**src/rtl/decoder.sv**
```systemverilog
// ID stage: decodes the IF/ID word, reads the 32x32 register file with write-first bypass, and extends the immediate.
// One cycle from IF_ID to ID_EX. There is no backpressure: the stage captures on every rising edge.
module decoder (
    input  logic         clock,
    input  logic         reset_n,
    input  logic [63:0]  IF_ID,
    input  logic         wb_en,
    input  logic [4:0]   wb_addr,
    input  logic [31:0]  wb_data,
    output logic [180:0] ID_EX
);

    localparam logic [3:0] ALU_AND = 4'b0000;
    localparam logic [3:0] ALU_OR  = 4'b0001;
    localparam logic [3:0] ALU_ADD = 4'b0010;
    localparam logic [3:0] ALU_SUB = 4'b0110;
    localparam logic [3:0] ALU_SLT = 4'b0111;
    localparam logic [3:0] ALU_NOR = 4'b1100;

    localparam logic [5:0] OP_RTYPE = 6'h00;
    localparam logic [5:0] OP_J     = 6'h02;
    localparam logic [5:0] OP_BEQ   = 6'h04;
    localparam logic [5:0] OP_ADDI  = 6'h08;
    localparam logic [5:0] OP_SLTI  = 6'h0A;
    localparam logic [5:0] OP_ANDI  = 6'h0C;
    localparam logic [5:0] OP_ORI   = 6'h0D;
    localparam logic [5:0] OP_LW    = 6'h23;
    localparam logic [5:0] OP_SW    = 6'h2B;

    logic [31:0]  w_instr;
    logic [5:0]   w_op;
    logic [5:0]   w_funct;
    logic [4:0]   w_rs;
    logic [4:0]   w_rt;
    logic [4:0]   w_rd;
    logic [31:0]  w_rs_data;
    logic [31:0]  w_rt_data;
    logic [31:0]  w_imm32;
    logic [3:0]   w_alu_ctrl;
    logic [7:0]   w_ctrl;
    logic         w_zero_ext;
    logic [180:0] w_id_ex;

    logic [31:0]  r_regs [32];
    logic [180:0] r_id_ex;

    assign w_instr = IF_ID[31:0];
    assign w_op    = w_instr[31:26];
    assign w_funct = w_instr[5:0];
    assign w_rs    = w_instr[25:21];
    assign w_rt    = w_instr[20:16];
    assign w_rd    = w_instr[15:11];

    always_ff @(posedge clock or negedge reset_n) begin
        if (!reset_n) begin
            for (int i = 0; i < 32; i++) begin
                r_regs[i] <= '0;
            end
        end else if (wb_en && (wb_addr != 5'd0)) begin
            r_regs[wb_addr] <= wb_data;
        end
    end

    // Write-first: a same-cycle writeback to a source register is forwarded.
    always_comb begin
        w_rs_data = r_regs[w_rs];
        w_rt_data = r_regs[w_rt];
        if (w_rs == 5'd0) begin
            w_rs_data = '0;
        end else if (wb_en && (wb_addr == w_rs)) begin
            w_rs_data = wb_data;
        end
        if (w_rt == 5'd0) begin
            w_rt_data = '0;
        end else if (wb_en && (wb_addr == w_rt)) begin
            w_rt_data = wb_data;
        end
    end

    // w_ctrl = {reg_dst, alu_src, mem_to_reg, reg_write, mem_read, mem_write, branch, jump}
    always_comb begin
        w_ctrl     = 8'h00;
        w_alu_ctrl = ALU_AND;
        w_zero_ext = 1'b0;
        case (w_op)
            OP_RTYPE: begin
                w_ctrl = 8'b1001_0000;
                case (w_funct)
                    6'h20:   w_alu_ctrl = ALU_ADD;
                    6'h22:   w_alu_ctrl = ALU_SUB;
                    6'h24:   w_alu_ctrl = ALU_AND;
                    6'h25:   w_alu_ctrl = ALU_OR;
                    6'h27:   w_alu_ctrl = ALU_NOR;
                    6'h2A:   w_alu_ctrl = ALU_SLT;
                    default: w_ctrl     = 8'h00;
                endcase
            end
            OP_LW: begin
                w_ctrl     = 8'b0111_1000;
                w_alu_ctrl = ALU_ADD;
            end
            OP_SW: begin
                w_ctrl     = 8'b0100_0100;
                w_alu_ctrl = ALU_ADD;
            end
            OP_BEQ: begin
                w_ctrl     = 8'b0000_0010;
                w_alu_ctrl = ALU_SUB;
            end
            OP_ADDI: begin
                w_ctrl     = 8'b0101_0000;
                w_alu_ctrl = ALU_ADD;
            end
            OP_SLTI: begin
                w_ctrl     = 8'b0101_0000;
                w_alu_ctrl = ALU_SLT;
            end
            OP_ANDI: begin
                w_ctrl     = 8'b0101_0000;
                w_alu_ctrl = ALU_AND;
                w_zero_ext = 1'b1;
            end
            OP_ORI: begin
                w_ctrl     = 8'b0101_0000;
                w_alu_ctrl = ALU_OR;
                w_zero_ext = 1'b1;
            end
            OP_J: begin
                w_ctrl     = 8'b0000_0001;
            end
            default: begin
                w_ctrl     = 8'h00;
            end
        endcase
    end

    assign w_imm32 = w_zero_ext ? {16'h0000, w_instr[15:0]} : {{16{w_instr[15]}}, w_instr[15:0]};

    assign w_id_ex = {IF_ID[63:32], w_rs_data, w_rt_data, w_imm32,
                      w_rs, w_rt, w_rd, w_instr[25:0], w_alu_ctrl, w_ctrl};

    always_ff @(posedge clock or negedge reset_n) begin
        if (!reset_n) begin
            r_id_ex <= '0;
        end else begin
            r_id_ex <= w_id_ex;
        end
    end

    assign ID_EX = r_id_ex;

endmodule

```
**config.mk**
```make
export PLATFORM = sky130hd
export DESIGN_NAME = decoder
export DESIGN_NICKNAME = d
export VERILOG_FILES = /design/src/rtl/decoder.sv
export SDC_FILE = /design/constraint.sdc
export NUM_CORES = 2
export LEC_CHECK = 0
export ABC_AREA = 1
export CORE_ASPECT_RATIO = 0.9
export CORE_MARGIN = 2
export CORE_UTILIZATION = 35
export CTS_CLUSTER_DIAMETER = 60
export DETAILED_ROUTE_END_ITERATION = 8
export MAX_ROUTING_LAYER = met4
export PLACE_DENSITY = 0.58
export SKIP_LAST_GASP = 1
export SLEW_MARGIN = 20
export SYNTH_ARGS = -nofsm -noshare
export SYNTH_HDL_FRONTEND = slang
export SYNTH_SLANG_ARGS = --single-unit
```
**constraint.sdc**
```tcl
create_clock -name clock -period 1.9 [get_ports clock]
set_clock_uncertainty 0.15 [all_clocks]
set_input_delay 0.285 -clock clock [delete_from_list [all_inputs] [get_ports clock]]
set_output_delay 0.285 -clock clock [all_outputs]
set_load 0.02 [all_outputs]
```
==> summary.txt <==
Outcome
  • Status: finished, violations left
  • Failing checks: setup timing

Worst setup path
  • Reg2Reg Setup Slack: 0.05 ns
  • CP Class: flip-flop to output port
  • Crit path required time: 1.46 ns
  • CP Max Fanout: 1
  • Critical path, cell by cell: buf_6
  • CP max stage delay: 0.54 ns
  • CP top delay family: flip-flops
  • End of the worst register-to-register path: ID_EX[146]
  • R2R cell count: 9
  • Slowest-stage cell, CP: dfrtp_2
  • Stages on the worst setup path: 1
  • Setup crit end kind: output port
  • R2R Path Start: r_regs[733]
  • CP Buf/Inv Count: 1
  • Critical path startpoint category: flip-flop
  • Crit. Startpoint: ID_EX[102]
  • Crit path arrival time: between 1.5 and 2 ns

Synth
  • Post-Syn Nets: around 9.2k
  • Synthesized cell area: 63500 sq um
  • Adder and majority gate portion of the synthesized area: 0%
  • Post-synthesis compound-gate area fraction: 12.6%
  • Seq/Total Area, Yosys: 45.6%
  • Mean Syn Cell Area: 6.98 sq um
  • Multiplexer area fraction after synthesis: 0%
  • Synth Area in Simple Gates: 30.6%
  • Yosys cell types: 29
  • Mapped Cells: approximately 9k
  • Syn. warnings: 0
  • Xor and xnor area share after synthesis: 0.0414%
  • Main combinational cell family by area after synthesis: simple AND/OR/NAND/NOR gates
  • Synth Register Bits: 1158

Clocking
  • Clk buf depth: 3
  • Clk_lat worst skew: ~0.8 ns
  • H-tree depth: 4
  • CTS sink cnt: 1158
  • CTS Root Cell: clkbuf_16
  • CTS tree: yes
  • CTS clk-pin slew, worst paths: around 0.060 ns
  • Num CTS Buffers: approximately 150

Floorplan
  • Core Region: 181000 sq um
  • Die area: 185000 sq um
  • Rows: 148
  • Initial Utilization: around a third
  • Num ports: 285
  • Die Y: 408 um
  • Die W: 453 um

Drt
  • WL final: roughly 270 mm
  • Vias per cell: 5.47
  • ANT nets after route: 0
  • Iter 0 DRT Violations: 8829
  • DR WL/cell: about 22 um
  • DR pass1 iterations: 9
  • DRC viols: 0
  • Vias: 65.5k

Timing
  • Fin crit share: 103%
  • Fin. max-slew vios: 0
  • TNS Setup: -0.447 ns
  • Final Hold Viols: 0
  • Max_slew headroom: 43.1%
  • Fin crit period: between 1.5 and 2 ns
  • Min Hold Slack: about 0.052 ns
  • Setup Viol. Count Final: 21
  • Slew of the pin with the lowest slew margin: 0.852 ns
  • RSZ-0062 raised after global routing: yes
  • Final WS setup: -0.0581 ns
  • Highest Clock Rate: 511 MHz

Placed design
  • Routability Congestion: 0.954
  • Dpl ws: -0.509 ns
  • Placed inst area: 74600 sq um
  • Buffers added on ports: 284
  • Placed Cells incl. Taps: 11.7k
  • DP HPWL: 180 mm

Global route
  • Initial antenna violation count: 8
  • Grt ovf: 0
  • Largest net degree at the start of global routing: 88
  • All-Layer GR Usage: a little under 30%
  • Vias in the first global route: 61.4k
  • First-pass GRT wire length: 400 mm

Power
  • Switching share of total power: roughly 32%
  • Int Power: between 50 and 60 mW
  • Sw Pwr: 25.0 mW
  • Worst ir drop on vdd: 1.06 mV
  • Flop pwr share: 40.5%
  • Leak pwr: approximately 39 nW
  • Clk pwr share: 36.9%
  • Logic pwr share: 22.6%
  • P per Cell Area: 974 nW/um^2

Run
  • Max_cap viols: 0

Layout
  • Finished Layout Cells: 12.0k
  • Final net count: 9578
  • Final instance area: 79900 sq um
  • Area Growth Syn to Fin: 25.8%
  • Layout cells sized above 1: about an eighth

Hold path
  • Hold Path Class: primary input to flip-flop
  • Hold Path End: ID_EX[105]
  • Cell depth of the worst hold path: 3
  • Min-delay src: wb_data[20]
## routing by layer
metal / track usage [%] / vias up / wire length [um]
met5: - / - / 0
met4: 10.9 / 0 / 11100
met3: 6.75 / 659 / 31600
met2: 41.7 / 3685 / 113000
met1: 40.6 / 31500 / 113000
li1: - / 29700 / -
## cells in the mapped netlist
cell type	instances	share of area, %
dfrtp_1	1158	46
inv_1	956	5.7
o41ai_1	1	0.014
nor2_2	6	0.059
nor4_1	2	0.020
a211oi_1	1	0.012
nor3_1	9	0.071
buf_2	155	1.2
or2_2	22	0.22
nor2_1	289	1.7
nor3_2	3	0.047
nand4_1	4	0.039
o21ai_0	1105	8.7
xor2_1	3	0.041
inv_2	11	0.065
nor4_4	1	0.034
nand3_1	1415	11
nand3b_1	1	0.012
nand2_1	2913	17
a21oi_1	125	0.99
o22ai_1	5	0.049
clkbuf_1	530	3.1
o211ai_1	208	2.5
o21ai_1	45	0.35
o31ai_1	1	0.012
buf_4	47	0.56
buf_1	82	0.48
clkinv_1	2	0.012
a31oi_1	1	0.0099
## layout make-up
class,instances,area [sq um]
clock buffers,196,4190
multi-input cells,6160,27700
fillers,18000,101000
repair buffers,1040,11600
inverters,969,3670
flip-flops and latches,1158,29000
clock inverters,58,719
well taps,2400,3000
diodes,4,10.0
## registers in the layout (all words and copies together), names as in the netlist
name    count
ID_EX     134
r_regs   1024
## power groups by stage
stage / clock (mW) / sequential, mW / combinational [mW]
finish: 28.7 / 31.5 / 17.6
CTS: 29.1 / 31.4 / 17.3
global placement: 0 / 31.7 / 16.8
global route: 30.1 / 32.0 / 19.7
floorplan: 0 / 31.5 / 10.3
detailed placement: 0 / 31.8 / 17.3
## how the worst max path moves through the flow
stage,endpoint,slack [ns]
floorplan,ID_EX[101],0.09
global placement,r_regs[606],-0.52
detailed placement,r_regs[260],-0.51
CTS,ID_EX[104],-0.08
global route,ID_EX[102],-0.09
finish,ID_EX[102],-0.06
## cells in the final DEF (no fill, tap or decap), types with 45 or more instances in the layout
| master | n |
|---|---|
| nand2_1 | 2877 |
| nand3_1 | 1411 |
| dfrtp_1 | 1150 |
| o21ai_0 | 1105 |
| inv_1 | 949 |
| buf_4 | 430 |
| nor2_1 | 284 |
| buf_12 | 258 |
| o211ai_1 | 208 |
| clkbuf_16 | 150 |
| a21oi_1 | 124 |
| buf_2 | 96 |
| clkdlybuf4s50_1 | 92 |
| clkdlybuf4s15_2 | 63 |
| dlygate4sd3_1 | 60 |
| o21ai_1 | 45 |
## repair_timing
action | in CTS | in global routing
hold endpoints to repair | 1219 | 1
hold buffers | 61 | 1
gates resized for setup | 717 | 31
setup endpoints to repair | 182 | 53
setup buffers | 2 | 1
pin swaps | 0 | 1
cloned | 0 | 1
## cells by family after synthesis
family                    after synthesis
AOI/OAI and AO/OA                    1492
buffers and inverters                1783
xor gates and xnor gates                3
and+or+nand+nor                      4665
DFF                                  1158
## per-stage QoR
stage | total power [mW] | util (%)
finish | 77.8 | 44.3
global route | 81.8 | 44.2
CTS | 77.8 | 44.2
detailed placement | 49.0 | 41.3
global placement | 48.5 | 41.3
floorplan | 41.8 | -
No activity file was read; power rests on OpenSTA's default activity.
